<file path="src/rtl/ram_stack_pkg.sv">
// Shared definitions for the RAM-backed hardware stack controller:
// command opcodes and controller FSM states.
package ram_stack_pkg;

    // Command opcodes carried on cmd_op
    typedef enum logic [1:0] {
        OP_NOP     = 2'b00,
        OP_PUSH    = 2'b01,
        OP_POP     = 2'b10,
        OP_REPLACE = 2'b11
    } op_e;

    // Controller states: RUN accepts commands, ERROR blocks them until err_clr
    typedef enum logic {
        ST_RUN   = 1'b0,
        ST_ERROR = 1'b1
    } state_e;

    // Width of the element count; covers 0..DEPTH+1 for DEPTH up to 256
    localparam int COUNT_W = 9;

endpackage

</file>
<file path="src/rtl/ram_stack.sv">
// LIFO controller in front of a single-port RAM owned by the parent.
// The top-of-stack word lives in a register, so a POP needs only one RAM read and
// a PUSH only one RAM write (spilling the old TOS). Everything below TOS lives in
// RAM at addresses 0..sp-1.
module ram_stack
    import ram_stack_pkg::*;
#(
    parameter int WIDTH = 16,
    parameter int DEPTH = 256
) (
    input  logic               clk,
    input  logic               rst_n,
    input  logic               cmd_valid,
    input  logic [1:0]         cmd_op,
    input  logic [WIDTH-1:0]   cmd_data,
    output logic               cmd_ready,
    input  logic               err_clr,
    output logic [WIDTH-1:0]   tos,
    output logic               tos_valid,
    output logic [COUNT_W-1:0] depth,
    output logic               overflow,
    output logic               underflow,
    output logic [WIDTH-1:0]   ram_din,
    output logic [7:0]         ram_addr,
    output logic               ram_we,
    input  logic [WIDTH-1:0]   ram_dout
);

    localparam logic [COUNT_W-1:0] RamEntries = COUNT_W'(DEPTH);

    state_e             state_q, state_d;
    logic [COUNT_W-1:0] sp_q, sp_d;
    logic [WIDTH-1:0]   tos_q, tos_d;
    logic               tosValid_q, tosValid_d;
    logic               overflow_q, overflow_d;
    logic               underflow_q, underflow_d;
    logic               accept;
    logic [7:0]         idleAddr;
    op_e                op;

    assign op        = op_e'(cmd_op);
    assign cmd_ready = (state_q == ST_RUN);
    assign accept    = cmd_valid & cmd_ready;
    assign tos       = tos_q;
    assign tos_valid = tosValid_q;
    assign overflow  = overflow_q;
    assign underflow = underflow_q;
    assign depth     = sp_q + {{(COUNT_W-1){1'b0}}, tosValid_q};

    // The idle address points at the entry just below TOS so a POP can read it without a mux change
    assign idleAddr = (sp_q == '0) ? 8'd0 : 8'(sp_q - 9'd1);

    // State register; reset empties the stack and clears the sticky flags at once
    always_ff @(posedge clk or negedge rst_n) begin
        if (!rst_n) begin
            state_q     <= ST_RUN;
            sp_q        <= '0;
            tos_q       <= '0;
            tosValid_q  <= 1'b0;
            overflow_q  <= 1'b0;
            underflow_q <= 1'b0;
        end else begin
            state_q     <= state_d;
            sp_q        <= sp_d;
            tos_q       <= tos_d;
            tosValid_q  <= tosValid_d;
            overflow_q  <= overflow_d;
            underflow_q <= underflow_d;
        end
    end

    // Next-state and RAM port decode; an illegal command's flag set wins over a same-cycle clear
    always_comb begin
        state_d     = state_q;
        sp_d        = sp_q;
        tos_d       = tos_q;
        tosValid_d  = tosValid_q;
        overflow_d  = overflow_q;
        underflow_d = underflow_q;
        ram_we      = 1'b0;
        ram_addr    = idleAddr;
        ram_din     = tos_q;

        if (err_clr) begin
            overflow_d  = 1'b0;
            underflow_d = 1'b0;
            state_d     = ST_RUN;
        end

        if (accept) begin
            case (op)
                OP_PUSH: begin
                    if (!tosValid_q) begin
                        tos_d      = cmd_data;
                        tosValid_d = 1'b1;
                    end else if (sp_q < RamEntries) begin
                        ram_we   = 1'b1;
                        ram_addr = sp_q[7:0];
                        sp_d     = sp_q + 9'd1;
                        tos_d    = cmd_data;
                    end else begin
                        overflow_d = 1'b1;
                        state_d    = ST_ERROR;
                    end
                end
                OP_POP: begin
                    if (!tosValid_q) begin
                        underflow_d = 1'b1;
                        state_d     = ST_ERROR;
                    end else if (sp_q != '0) begin
                        tos_d = ram_dout;
                        sp_d  = sp_q - 9'd1;
                    end else begin
                        tosValid_d = 1'b0;
                    end
                end
                OP_REPLACE: begin
                    if (!tosValid_q) begin
                        underflow_d = 1'b1;
                        state_d     = ST_ERROR;
                    end else begin
                        tos_d = cmd_data;
                    end
                end
                default: begin
                end
            endcase
        end
    end

endmodule

</file>
<file path="config.mk">
export PLATFORM = sky130hd
export DESIGN_NAME = ram_stack
export DESIGN_NICKNAME = d
export VERILOG_FILES = /design/src/rtl/ram_stack_pkg.sv /design/src/rtl/ram_stack.sv
export SDC_FILE = /design/constraint.sdc
export NUM_CORES = 1
export LEC_CHECK = 0
export CAP_MARGIN = 15
export CORE_MARGIN = 5
export CORE_UTILIZATION = 35
export DETAILED_ROUTE_END_ITERATION = 8
export PLACE_DENSITY = 0.68
export SLEW_MARGIN = 20
export SYNTH_ARGS = -nofsm -noshare
export SYNTH_HDL_FRONTEND = slang
export SYNTH_SLANG_ARGS = --single-unit
</file>
<file path="constraint.sdc">
create_clock -name clk -period 4.25 [get_ports clk]
set_input_delay 0.85 -clock clk [delete_from_list [all_inputs] [get_ports clk]]
set_output_delay 0.85 -clock clk [all_outputs]
set_load 0.01 [all_outputs]
</file>
==> out/metrics.sh <==
STATUS='complete, no violations'
COUNT_OF_FLIP_FLOPS_WITH_A_BUILT_IN_ENABLE_AFTER_SYNTHESIS=0
GRT_PASS1_WL_UM=9520
FINAL_MIN_PERIOD_OVER_CLOCK_PERIOD=0.956
AVGROUTEDWIREPERCELL_UM=15.6
GP_CONGESTION=0.847
CRITICAL_PATH.ENDPOINT_TYPE='output pin'
MAXCLOCKFREQUENCY_MHz=246
DIE_W_UM=89.2
WIRELENGTH_UM=5660
CLK_LATENCY_PS=280
POWERDENSITY_mW_PER_MM2=692
ROOT_BUFFER='sky130_fd_sc_hd__clkbuf_8'
POST_CTS_BUFFERS=0
SYNTHESIZED_AREA_PER_CELL_UM2=10.2
CP_DATA_REQUIRED_TIME_PS=3400
LAYOUTNONFILLERINSTCOUNT=362
DR_TOTAL_VIAS=1861
HOLD_PATH_DEPTH=2
WORST_IR_DROP_VDD_mV=0.380
GRT_SETUP_UNREPAIRED='no'
DIE_AREA_MM2=0.00795
DRV_CAP=0
GLOBALROUTETOTALUTIL=0.154
CTS_BUFFER_DEPTH=2
FIRST_GLOBAL_VIAS=1975
POSTSYNTH.TOPFLOPCELL='sky130_fd_sc_hd__dfrtp_1'
POWER.INTERNAL_mW=1.36
POWER.LEAKAGE_nW=1.28
INITIAL_UTILIZATION=0.366
FFS_W_ASYNC_S_R_SYNTH=1.00
HTREEDEPTH=2
POST_ROUTE_MINIMUM_PERIOD_PS=4060
MAX_SLEW.WORST_PIN.SLEW_PS=635
NUMBER_OF_ANTENNA_VIOLATIONS_AT_THE_FIRST_CHECK_IN_GLOBAL_ROUTING=0
GR-TOTAL-OVERFLOW=0
SYNTH.CELL_AREA_MM2=0.00219
FLOORPLAN.IO_PINS=92
DIEHEIGHT_UM=89.2
PLACED_CELLS=354
CLOCK_POWER_SHARE=0.137
SYNTH-SEQ-AREA-SHARE=0.331
POST_LAYOUT_UTILIZATION_OF_THE_CORE=0.525
R2R_CELLS=7
INSERTEDDIODECOUNT=0
LAYOUT-AREA-OVERHEAD-VS-SYNTH_PCT=43.4
POST_ROUTE_CELLS_DRIVE_ABOVE_1_SHARE=0.185
TRITONCTS='done'
CTS_BUFFERS=5
TOTALNEGATIVESETUPSLACK_PS=0
CTS_NUM_SINKS=29
PLACEMENT_ROWS=28
DRT_PASS1_ITERATIONS=4
SYNTH.DISTINCT_CELLS=48
CP-START-KIND='primary input'
FLIP_FLOP_AND_LATCH_COUNT_AFTER_SYNTHESIS=29
CLK_TRANSITION_REPORTED_PATHS_PS=60
SWITCHING_POWER_mW=0.816
TIMING.FINAL.MAX_SLEW_VIOLATIONS=0
YOSYSWARNINGCOUNT=0
TIMING.SLEW.HEADROOM=0.573
DRT.ANTENNA.VIOLATING_NETS=0
AREA_OF_THE_CORE_MM2=0.00599
TIMING.SETUP.CRITICAL_PATH_CLASS='in -> out'
DETAIL_ROUTE.DRC_VIOLATIONS=0
POSTCTSHOLDBUFS=0
FIN_SKEW_PS=5.63
CRIT_PATH_MAX_FANOUT=5
POWER_FRAC_COMB=0.590
NUMBER_OF_FILLERS_IN_THE_FINAL_LAYOUT=574
HP-CLASS='reg -> reg'
LARGEST_NET_DEGREE_AT_THE_START_OF_GLOBAL_ROUTING=30
SHARE_SEQ_OF_TOTAL_POWER=0.272
FINALHOLDVIOLATIONS=0
NUMBER_OF_BUFFER_CELLS_ADDED_ON_PRIMARY_PORTS=91
P_SW_FRAC=0.375
SETUP_VIOL_COUNT_FINAL=0
ROUTED_VIA_DENSITY=5.14
DETAILEDPLACEMENTHPWL_UM=4360
FINAL_NET_COUNT=333
WORSTPATHARRIVAL_PS=3210
SYN_NETS=261
DETAIL_ROUTE.ITER0.VIOLATIONS=73
POST_SYNTH_INST_COUNT=214
-- cell usage after synthesis, types with 2 or more instances --
cell,instances,share of area
sky130_fd_sc_hd__a31oi_1,6,0.017
sky130_fd_sc_hd__and3_1,2,0.0057
sky130_fd_sc_hd__and3b_1,2,0.0080
sky130_fd_sc_hd__buf_1,2,0.0034
sky130_fd_sc_hd__buf_4,16,0.055
sky130_fd_sc_hd__buf_6,2,0.010
sky130_fd_sc_hd__clkbuf_1,9,0.015
sky130_fd_sc_hd__dfrtp_1,29,0.33
sky130_fd_sc_hd__ha_1,9,0.051
sky130_fd_sc_hd__inv_1,9,0.015
sky130_fd_sc_hd__mux2_2,23,0.12
sky130_fd_sc_hd__mux2_4,10,0.068
sky130_fd_sc_hd__nand2_1,9,0.015
sky130_fd_sc_hd__nand2b_1,2,0.0057
sky130_fd_sc_hd__nand3_1,10,0.023
sky130_fd_sc_hd__nand4_1,2,0.0057
sky130_fd_sc_hd__nand4b_1,2,0.0080
sky130_fd_sc_hd__nor2_1,8,0.014
sky130_fd_sc_hd__nor2b_1,4,0.011
sky130_fd_sc_hd__nor3_1,4,0.0091
sky130_fd_sc_hd__nor4_1,2,0.0057
sky130_fd_sc_hd__o21ai_0,7,0.016
sky130_fd_sc_hd__o22ai_1,3,0.0086
sky130_fd_sc_hd__o31ai_1,2,0.0068
sky130_fd_sc_hd__o32ai_1,2,0.0080
sky130_fd_sc_hd__o41ai_1,2,0.0080
sky130_fd_sc_hd__or2_2,2,0.0057
sky130_fd_sc_hd__xnor2_1,11,0.044
sky130_fd_sc_hd__xor2_1,4,0.016
-- worst max-delay path, stage by stage --
cell and delay, ps:
sky130_fd_sc_hd__clkdlybuf4s50_1 440, sky130_fd_sc_hd__inv_1 90, sky130_fd_sc_hd__ha_1 230, sky130_fd_sc_hd__nand4b_1 240, sky130_fd_sc_hd__and3_1 280, sky130_fd_sc_hd__or4_1 480
sky130_fd_sc_hd__nand3_1 80, sky130_fd_sc_hd__clkdlybuf4s50_1 530
-- final cells by class --
| class | instances | area [µm²] | share of cell area |
|---|---|---|---|
| inverter | 9 | 33.8 | 0.0107 |
| multi-input combinational | 145 | 1230 | 0.390 |
| timing repair buffer | 96 | 948 | 0.302 |
| sequential | 29 | 726 | 0.231 |
| clock inverter | 1 | 30.0 | 0.00955 |
| clock buffer | 7 | 86.3 | 0.0274 |
| tap | 75 | 93.8 | 0.0298 |
-- per-stage QoR --
| stage | setup slack, ps | cell area, µm² | power (mW) | hold WS (ps) |
|---|---|---|---|---|
| after CTS | 42.8 | 3140 | 2.20 | 533 |
| after global routing | 5.05 | 3150 | 2.33 | 561 |
| after global placement | 198 | 3030 | 1.88 | 522 |
| after detailed placement | 30.5 | 3030 | 1.88 | 523 |
| after floorplan | 1180 | 2190 | 1.31 | 521 |
| final | 185 | 3150 | 2.18 | 527 |
-- cells by family (layout without fill, tap and decap cells) --
| kind of cell | count (synthesis) | count (layout) | synth area share |
|---|---|---|---|
| buffers and inverters | 40 | 113 | 0.111 |
| multiplexers | 34 | 34 | 0.191 |
| adder cells (fa/ha/maj) | 9 | 9 | 0.0513 |
| AO/OA/AOI/OAI | 31 | 31 | 0.108 |
| XOR/XNOR | 15 | 15 | 0.0599 |
| flip-flops | 29 | 29 | 0.331 |
| AND/OR/NAND/NOR | 56 | 56 | 0.148 |
-- power groups by stage --
stage	clock network, mW	registers [mW]	logic (mW)
after CTS	0.306	0.591	1.30
after detailed placement	0	0.588	1.30
after global routing	0.319	0.625	1.39
after floorplan	0	0.519	0.792
after global placement	0	0.592	1.29
final	0.299	0.593	1.29
-- registers in the layout (all words and copies together), names as in the netlist --
name,cells
underflow,1
state_q,1
overflow,1
tos_valid,1
sp_q,9
ram_din,16
-- metal layers --
metal	vias to the layer above	GRT usage	wire (µm)
met1	895	0.183	2370
li1	887	-	-
met4	0	0.0365	57
met2	71	0.251	2650
met3	8	0.0728	584
met5	-	0	0
-- final timing paths --
| kind | startpoint | endpoint | slack, ps |
|---|---|---|---|
| worst min-delay path | overflow | overflow | 530 |
| max in group asynchronous | rst_n | sp_q[3] | 3000 |
| min in group asynchronous | rst_n | ram_din[12] | 950 |
| worst max-delay path | cmd_op[1] | ram_addr[4] | 190 |
| worst min register to register | overflow | overflow | 530 |
| worst max register to register | sp_q[1] | ram_din[6] | 2030 |
-- cells in the final DEF (no fill, tap or decap), types with 3 or more instances in the layout --
cell type,instances
sky130_fd_sc_hd__nor2b_1,4
sky130_fd_sc_hd__nand3_1,10
sky130_fd_sc_hd__o21ai_0,7
sky130_fd_sc_hd__clkbuf_8,6
sky130_fd_sc_hd__mux2_4,10
sky130_fd_sc_hd__nor2_1,7
sky130_fd_sc_hd__dfrtp_1,29
sky130_fd_sc_hd__xor2_1,4
sky130_fd_sc_hd__nor3_1,4
sky130_fd_sc_hd__nand2_1,9
sky130_fd_sc_hd__a31oi_1,6
sky130_fd_sc_hd__ha_1,9
sky130_fd_sc_hd__o22ai_1,3
sky130_fd_sc_hd__clkdlybuf4s50_1,91
sky130_fd_sc_hd__inv_1,9
sky130_fd_sc_hd__mux2_2,23
sky130_fd_sc_hd__xnor2_1,11
sky130_fd_sc_hd__buf_4,5
-- what timing repair did --
action | 4_1_cts | 5_1_grt
resized for setup | 0 | 1
setup endpoints to repair | 0 | 5
endpoints found under the hold margin | 0 | 0
Note: power is estimated with default switching activity, not from simulation.
